<file path="src/rtl/ccff_chain_loader_pkg.sv">
// rtl/ccff_chain_loader_pkg.sv - shared fabric-config types and chain-length constants
package ccff_chain_loader_pkg;

  typedef enum logic [1:0] {
    ST_IDLE  = 2'd0,
    ST_SHIFT = 2'd1,
    ST_DONE  = 2'd2
  } ccff_state_e;

  // cbx_1__0_ segment: 9 x 6 + 2 x 2 configuration memories
  localparam int CBX_1__0_CHAIN_LEN = 58;
  localparam int DEFAULT_WORD_W     = 8;

  function automatic int rb_word_count(input int chain_len, input int word_w);
    return (chain_len + word_w - 1) / word_w;
  endfunction

endpackage

</file>
<file path="src/rtl/ccff_rb_packer.sv">
// rtl/ccff_rb_packer.sv - serial-to-parallel readback packer with flush on the last chain bit
module ccff_rb_packer #(
  parameter int WORD_W = 8
) (
  input  logic              clk,
  input  logic              resetn,
  input  logic              clear,
  input  logic              sample_en,
  input  logic              sample_bit,
  input  logic              flush,
  output logic              rb_valid,
  output logic [WORD_W-1:0] rb_data
);

  localparam int PW = (WORD_W > 1) ? $clog2(WORD_W) : 1;

  logic [WORD_W-1:0] acc_q;
  logic [WORD_W-1:0] acc_d;
  logic [WORD_W-1:0] data_q;
  logic [PW-1:0]     pos_q;
  logic              valid_q;

  always_comb begin
    acc_d        = acc_q;
    acc_d[pos_q] = sample_bit;
  end

  always_ff @(posedge clk) begin
    if (!resetn) begin
      acc_q   <= '0;
      data_q  <= '0;
      pos_q   <= '0;
      valid_q <= 1'b0;
    end else begin
      valid_q <= 1'b0;
      if (clear) begin
        acc_q <= '0;
        pos_q <= '0;
      end else if (sample_en) begin
        // a flushed partial word keeps its unfilled upper bits at zero
        if (flush || pos_q == PW'(WORD_W - 1)) begin
          data_q  <= acc_d;
          valid_q <= 1'b1;
          acc_q   <= '0;
          pos_q   <= '0;
        end else begin
          acc_q <= acc_d;
          pos_q <= pos_q + PW'(1);
        end
      end
    end
  end

  assign rb_valid = valid_q;
  assign rb_data  = data_q;

endmodule

</file>
<file path="src/rtl/ccff_chain_loader.sv">
// rtl/ccff_chain_loader.sv - serialises config words into one ccff chain and packs the displaced bits
module ccff_chain_loader
  import ccff_chain_loader_pkg::*;
#(
  parameter int CHAIN_LEN = CBX_1__0_CHAIN_LEN,
  parameter int WORD_W    = DEFAULT_WORD_W
) (
  input  logic              prog_clk,
  input  logic              pReset,
  input  logic              start,
  input  logic              cfg_valid,
  output logic              cfg_ready,
  input  logic [WORD_W-1:0] cfg_data,
  output logic              ccff_head,
  output logic              chain_shift_en,
  input  logic              ccff_tail,
  output logic              rb_valid,
  output logic [WORD_W-1:0] rb_data,
  output logic              busy,
  output logic              done
);

  localparam int CNT_W = $clog2(CHAIN_LEN + 1);
  localparam int BW    = $clog2(WORD_W + 1);

  ccff_state_e       state_q;
  logic [WORD_W-1:0] word_q;
  logic [BW-1:0]     bits_in_word_q;
  logic [BW-1:0]     load_cnt;
  logic [CNT_W-1:0]  issued_q;
  logic [CNT_W-1:0]  issued_d;
  logic              head_q;
  logic              shift_en_q;
  logic              issuing;
  logic              xfer;
  logic              last_sample;
  logic              enter_shift;
  int                rem;

  always_comb begin
    issuing     = (state_q == ST_SHIFT) && (bits_in_word_q != '0);
    issued_d    = issued_q + CNT_W'(issuing);
    rem         = CHAIN_LEN - int'(issued_d);
    load_cnt    = (rem >= WORD_W) ? BW'(WORD_W) : BW'(rem);
    // once every chain bit is committed no further word is taken from the source
    cfg_ready   = (state_q == ST_SHIFT) && (rem > 0) &&
                  (bits_in_word_q == '0 || (bits_in_word_q == BW'(1) && issuing));
    xfer        = cfg_valid && cfg_ready;
    last_sample = shift_en_q && (issued_q == CNT_W'(CHAIN_LEN));
    enter_shift = start && (state_q != ST_SHIFT);
  end

  always_ff @(posedge prog_clk) begin
    if (!pReset) begin
      state_q        <= ST_IDLE;
      word_q         <= '0;
      bits_in_word_q <= '0;
      issued_q       <= '0;
      head_q         <= 1'b0;
      shift_en_q     <= 1'b0;
    end else begin
      shift_en_q <= issuing;
      case (state_q)
        ST_IDLE, ST_DONE: begin
          if (start) begin
            state_q        <= ST_SHIFT;
            word_q         <= '0;
            bits_in_word_q <= '0;
            issued_q       <= '0;
          end
        end
        ST_SHIFT: begin
          if (issuing) begin
            head_q   <= word_q[0];
            issued_q <= issued_d;
          end
          if (xfer) begin
            word_q         <= cfg_data;
            bits_in_word_q <= load_cnt;
          end else if (issuing) begin
            word_q         <= word_q >> 1;
            bits_in_word_q <= bits_in_word_q - BW'(1);
          end
          if (last_sample) state_q <= ST_DONE;
        end
        default: state_q <= ST_IDLE;
      endcase
    end
  end

  ccff_rb_packer #(
    .WORD_W(WORD_W)
  ) u_rb_packer (
    .clk       (prog_clk),
    .resetn    (pReset),
    .clear     (enter_shift),
    .sample_en (shift_en_q),
    .sample_bit(ccff_tail),
    .flush     (last_sample),
    .rb_valid  (rb_valid),
    .rb_data   (rb_data)
  );

  assign ccff_head      = head_q;
  assign chain_shift_en = shift_en_q;
  assign busy           = (state_q == ST_SHIFT);
  assign done           = (state_q == ST_DONE);

endmodule
</file>
<file path="config.mk">
export PLATFORM = sky130hd
export DESIGN_NAME = ccff_chain_loader
export DESIGN_NICKNAME = d
export VERILOG_FILES = /design/src/rtl/ccff_chain_loader_pkg.sv /design/src/rtl/ccff_rb_packer.sv /design/src/rtl/ccff_chain_loader.sv
export SDC_FILE = /design/constraint.sdc
export NUM_CORES = 1
export LEC_CHECK = 0
export ABC_AREA = 1
export BUFFER_PORTS_ARGS = -buffer_cell sky130_fd_sc_hd__buf_2
export CAP_MARGIN = 25
export CORE_MARGIN = 2
export CORE_UTILIZATION = 45
export DETAILED_ROUTE_END_ITERATION = 8
export HOLD_SLACK_MARGIN = 0.1
export MAX_ROUTING_LAYER = met4
export PLACE_DENSITY_LB_ADDON = 0.2
export SLEW_MARGIN = 20
export SYNTH_ARGS = -nofsm -noshare
export SYNTH_HDL_FRONTEND = slang
export SYNTH_HIERARCHICAL = 1
export SYNTH_SLANG_ARGS = --single-unit
</file>
<file path="constraint.sdc">
create_clock -name prog_clk -period 4.1 [get_ports prog_clk]
set_clock_uncertainty 0.2 [all_clocks]
set_input_delay 0.82 -clock prog_clk [delete_from_list [all_inputs] [get_ports prog_clk]]
set_output_delay 0.82 -clock prog_clk [all_outputs]
set_load 0.02 [all_outputs]
</file>
# Word-level counts from Yosys, hierarchy flattened
# Index checks and enable logic that the tools add are counted.
word_totals:
  regBits: 42
  input_bits: 13
  output_inout_bits: 14
  word_cells: 74
op_classes:
  addsub: 4
  magnitude_cmp: 4
  eq_ne: 10
  mux: 21
  bitwise: 3
  n_reduce_logical: 22
op_table:
  columns: ["op", "n"]
  rows:
  - ["8-bit two-way mux", 4]
  - ["4-bit two-way mux", 4]
  - ["8-bit case mux with 2 select lines", 1]
  - ["6-bit two-way mux", 2]
  - ["6-bit case mux with 2 select lines", 1]
  - ["3-bit AND reduction", 3]
  - ["8-bit bitwise mux", 1]
  - ["1-bit logical AND", 8]
  - ["4-bit case mux with 2 select lines", 1]
  - ["7-bit by 5-bit greater-or-equal comparator with 1-bit output (second input constant)", 1]
  - ["7-bit by 1-bit greater-than comparator with 1-bit output (second input constant)", 1]
  - ["6-bit by 6-bit subtractor with 7-bit output (first input constant)", 1]
  - ["6-bit by 1-bit adder with 6-bit output", 1]
  - ["6-bit equality test (second input constant)", 1]
  - ["2-bit by 1-bit inequality test with 1-bit output (second input constant)", 3]
  - ["4-bit by 1-bit equality test with 1-bit output (second input constant)", 1]
  - ["4-bit logical NOT", 1]
  - ["3-bit by 4-bit < comparator with 1-bit output (second input constant)", 1]
  - ["2-bit two-way mux", 2]
  - ["2-bit case mux with 2 select lines", 1]
  - ["2-bit AND reduction", 2]
  - ["4-bit nonzero test", 1]
  - ["2-bit OR reduction", 2]
  - ["4-bit by 1-bit subtractor with 4-bit output (second input constant)", 1]
  - ["15 further kinds", 19]

# Longest topological paths before layout
logic_depth:
  depth_word: 10
  mapped_depth: 23
  ltp_nobuf: 22

# Cells and area by module
# Netlist, hierarchy kept.
by_module_without_submodules:
  columns: ["module", "instances", "cells_per_inst", "area_per_inst_um2"]
  rows:
  - ["ccff_chain_loader", 1, 223, 1451.4]
  - ["ccff_rb_packer", 1, 146, 1013.5]

# Worst setup path after synthesis
# Ideal clock, no wire load.
synth_timing:
  path_kind: "reg2out"
  startpoint: "reg state_q[0]"
  endpoint: "out cfg_ready"
  arrival_ns: 2.441
  slack_ns: 0.639
  stages_incl_launch_ff: 15
  path_buffers: 0
  path_cell_list: "dfxtp_1 inv_1 nor2_2 nand2_1 inv_1 ha_1 ha_1 ha_1 nand3b_1 nand2_1 nand2_1 a21oi_2 nand3_2 nand2_1 inv_1"
synth_via:
  elab_chain_len: 7
  elab_cells_between_ends: 9
  classes_between: "add/sub: 2; order compare: 1; eq/ne: 1; reduce/logical: 5"
synth_rtl:
  columns: ["item", "line_no", "rtl"]
  rows:
  - ["from (decl)", "ccff_chain_loader.sv:26", "ccff_state_e state_q;"]
  - ["from (signal assigned)", "ccff_chain_loader.sv:55", "state_q <= ST_IDLE;"]
  - ["from (signal assigned)", "ccff_chain_loader.sv:66", "state_q <= ST_SHIFT;"]
  - ["from (signal assigned)", "ccff_chain_loader.sv:84", "if (last_sample) state_q <= ST_DONE;"]
  - ["2-bit by 1-bit equality test with 1-bit output (*)", null, null]
  - ["via busy", "ccff_chain_loader.sv:19", "output logic busy,"]
  - ["1-bit logical AND (*)", "ccff_chain_loader.sv:41", "issuing = (state_q == ST_SHIFT) && (bits_in_word_q != '0);"]
  - ["via issuing", "ccff_chain_loader.sv:34", "logic issuing;"]
  - ["6-bit by 1-bit adder with 6-bit output", "ccff_chain_loader.sv:42", "issued_d = issued_q + CNT_W'(issuing);"]
  - ["6-bit by 6-bit subtractor with 7-bit output", "ccff_chain_loader.sv:43", "rem = CHAIN_LEN - int'(issued_d);"]
  - ["7-bit by 1-bit greater-than comparator with 1-bit output", "ccff_chain_loader.sv:46", "cfg_ready = (state_q == ST_SHIFT) && (rem > 0) &&"]
  - ["1-bit logical AND", "ccff_chain_loader.sv:46", null]
  - ["1-bit logical AND (*)", "ccff_chain_loader.sv:46", null]
  - ["to (decl)", "ccff_chain_loader.sv:12", "output logic cfg_ready,"]
# Mark *: on every way through the listed nets, which the timed path passes. The rest lies on a longest branch.

# Worst setup path in the final report
layout_timing:
  startpoint: "reg bits_in_word_q[0]"
  endpoint: "out cfg_ready"
layout_via:
  elab_chain_len: 7
  elab_cells_between_ends: 11
  classes_between: "add/sub: 2; order compare: 1; eq/ne: 1; reduce/logical: 7"
layout_rtl:
  columns: ["item", "line_no", "rtl"]
  rows:
  - ["from (decl)", "ccff_chain_loader.sv:28", "logic [BW-1:0] bits_in_word_q;"]
  - ["from (signal assigned)", "ccff_chain_loader.sv:79", "bits_in_word_q <= load_cnt;"]
  - ["from (signal assigned)", "ccff_chain_loader.sv:82", "bits_in_word_q <= bits_in_word_q - BW'(1);"]
  - ["4-bit nonzero test (*)", "ccff_chain_loader.sv:41", null]
  - ["1-bit logical AND (*)", "ccff_chain_loader.sv:41", null]
  - ["via issuing", "ccff_chain_loader.sv:34", null]
  - ["6-bit by 1-bit adder with 6-bit output", "ccff_chain_loader.sv:42", null]
  - ["6-bit by 6-bit subtractor with 7-bit output", "ccff_chain_loader.sv:43", null]
  - ["7-bit by 1-bit greater-than comparator with 1-bit output", "ccff_chain_loader.sv:46", null]
  - ["1-bit logical AND", "ccff_chain_loader.sv:46", null]
  - ["1-bit logical AND (*)", "ccff_chain_loader.sv:46", null]
# Marked as above.

==> metrics.cfg <==
[yosys]
synth_largest_area_cell=dfxtp_1
syn_nets=391
syn_avg_cell_area_um2=6.680
yosysTopAreaCellShare=0.3411
synth_edf_count=0
yosysWarnings=6
synth_cells=369
ys_seq_area_frac=0.3411
netlist_top_cells_area=dfxtp_1, nand2_1, inv_1
yosysUniqueCellTypes=34
synth-seq-cells=42
syn_area_um2=2465
ys.flop_type=dfxtp_1
ys_async_sr_fraction=0

[grt]
grt_overflow=0
grt_max_degree=19
grt_pass1_wl_um=9073
grt_pass1_vias=2110
track_usage=0.1873
antenna_found_initial=0

[cts]
cts.htree.levels=2
cts_max_path_buffers=2
insertion_delay_ns=0.29
root_buffer=clkbuf_8
cts_tree=built
hold_buffers=0
cts_num_sinks=42
cts-buffers-inserted=5
clk_pin_slew_ns=0.08

[power]
leakage_nw=1.218
vdd_drop_max_mv=0.1955
powerDensity_nw_per_um2=291.5
p_total_w=0.0007948

[floorplan]
io_pins=27
row_count=26
die_y_um=78.01
initial_core_util=0.4736
dieArea_um2=6086
dieWidth_um=78.01
core-area_um2=5205

[final_layout]
syn2layout_area_growth_pct=10.61
nets=416
drive_gt1_frac=0.2101
fill_cells=554
fin_area_um2=2726
final_util=0.5238
antenna_cells=0

[timing]
rsz0062_at_grt=false
fin_crit_sh=0.9164
setup_violations=0
drv_slew=0
tightest_slew_ns=0.6287
fin_crit_ns=3.757
setup_slack_ns=0.3430
max_freq_ghz=0.2662
hold_violations=0
fin_setup_tns_ns=0
maxSlewHeadroom=0.5770

[critical_path]
crit_type=reg2out
start_kind=flip-flop
path_max_fanout=4
required_ns=3.08
cp.arrival_ns=2.74
endpoint_kind=output port
reg2reg_depth=19

[routing]
drt-total-wl_um=5156
firstDrtPassIters=4
drc=0
routed-via-count=2224
drtIter0Drc=71
wl_per_cell_um=11.09
avgViaCountPerCell=4.783
postRouteAntennaNets=0

[place]
port_buffers=26
place_area_um2=2606
routabilityCongestion=0.8185
hpwl_um=3858
dp_worst_setup_slack_ns=0.4533

[run]
max_cap_violations=0

[min_path]
hold_path.class=reg2reg
min_path_cells=2

[outcome]
status=finished clean

## routing by layer
metal / track usage / vias up / share of wire
li1: - / 1213 / -
met1: 0.2370 / 973 / 0.52
met2: 0.3095 / 32 / 0.44
met3: 0.03678 / 6 / 0.031
met4: 0.04737 / 0 / 0.011
met5: - / - / 0
## final timing paths
path | to | slack (ns) | start
worst min register to register | u_rb_packer/acc_q[7]$_SDFFE_PP0P_ | 0.26 | u_rb_packer/acc_q[7]$_SDFFE_PP0P_
worst max-delay path | cfg_ready | 0.34 | bits_in_word_q[0]$_SDFFE_PN0P_
worst min-delay path | u_rb_packer/acc_q[7]$_SDFFE_PP0P_ | 0.26 | u_rb_packer/acc_q[7]$_SDFFE_PP0P_
worst max register to register | word_q[1]$_SDFFE_PN0P_ | 0.85 | bits_in_word_q[0]$_SDFFE_PN0P_
## cells in the mapped netlist, types with 2 or more instances
cell       n
nand3_1   24
inv_1     41
dfxtp_1   42
inv_2      9
ha_1       9
nor2_1    30
nand2_1  119
o21ai_1    4
inv_4      2
nor2_2     9
nand4_1    8
o21ai_0    4
a21oi_2    6
a21oi_1   24
buf_6      6
nand2_2   10
nand3_2    5
## layout make-up
class / instances / area (um^2) / share of cell area
multi-input cells: 264 / 1359 / 0.4984
flip-flops and latches: 42 / 842.1 / 0.3089
inverters: 54 / 209.0 / 0.07664
repair buffers: 27 / 137.6 / 0.05048
well taps: 70 / 87.58 / 0.03212
clock buffers: 7 / 86.33 / 0.03167
clock inverters: 1 / 5.005 / 0.001836
## flip-flops by register name, indices dropped and copies added, names as in the netlist
signal / count
state_q: 2
word_q: 8
u_rb_packer/acc_q: 8
chain_shift_en: 1
issued_q: 6
u_rb_packer/pos_q: 3
u_rb_packer/rb_data: 8
ccff_head: 1
u_rb_packer/rb_valid: 1
bits_in_word_q: 4
## metrics by stage
| step | std cells | hold slack, ns |
|---|---|---|
| 2_1_floorplan | 369 | 0.2391 |
| 3_3_place_gp | 457 | 0.2494 |
| 3_5_place_dp | 457 | 0.2554 |
| 4_1_cts | 465 | 0.2662 |
| 5_1_grt | 465 | 0.2851 |
| 6_report | 465 | 0.2650 |
## worst max-delay path: stages (launching register included)
cell      delay [ns]
dfxtp_2         0.35
inv_1           0.08
ha_1            0.21
nand2_1         0.07
nand2_1         0.08
inv_1           0.15
ha_4            0.19
ha_4            0.21
ha_2            0.19
nand3b_1        0.20
nand2_1         0.11
nand2_1         0.07
a21oi_2         0.12
nand3_2         0.10
nand2_1         0.10
inv_1           0.04
buf_2           0.15
## logic make-up (layout without fill, tap and decap cells)
logic type                 after synthesis  in the layout  synth area share
AOI/OAI and AO/OA                       44             44            0.1081
xor gates and xnor gates                 2              2          0.007108
adders and majority gates                9              9           0.04569
buffers and inverters                   63             89            0.1188
DFF                                     42             42            0.3411
and+or+nand+nor                        209            209            0.3792
## placed cells by master, fill, tap and decap left out, types with 4 or more instances in the layout
| master | instances |
|---|---|
| nor2_1 | 30 |
| buf_2 | 26 |
| nand2_2 | 10 |
| ha_1 | 6 |
| a21oi_2 | 6 |
| dfxtp_1 | 41 |
| nand4_1 | 8 |
| nor2_2 | 9 |
| nand3_1 | 24 |
| inv_2 | 9 |
| nand2_1 | 119 |
| o21ai_1 | 4 |
| nand3_2 | 5 |
| inv_1 | 41 |
| o21ai_0 | 4 |
| a21oi_1 | 24 |
| clkbuf_8 | 6 |
## timing repair
| item | CTS | global route |
|---|---|---|
| buffers inserted | 0 | 0 |
| hold endpoints to repair | 0 | 0 |
| endpoints found under the setup margin | 0 | 1 |
| resized for setup | 0 | 5 |
## report_power, final
part,internal (W),leakage (nW),total (W),switching (W)
sequential,0.000414,0.339,0.000419,0.00000466
combinational,0.0000337,0.830,0.000103,0.0000697
clock,0.000136,0.0482,0.000273,0.000137
(Power assumes the default switching activity.)
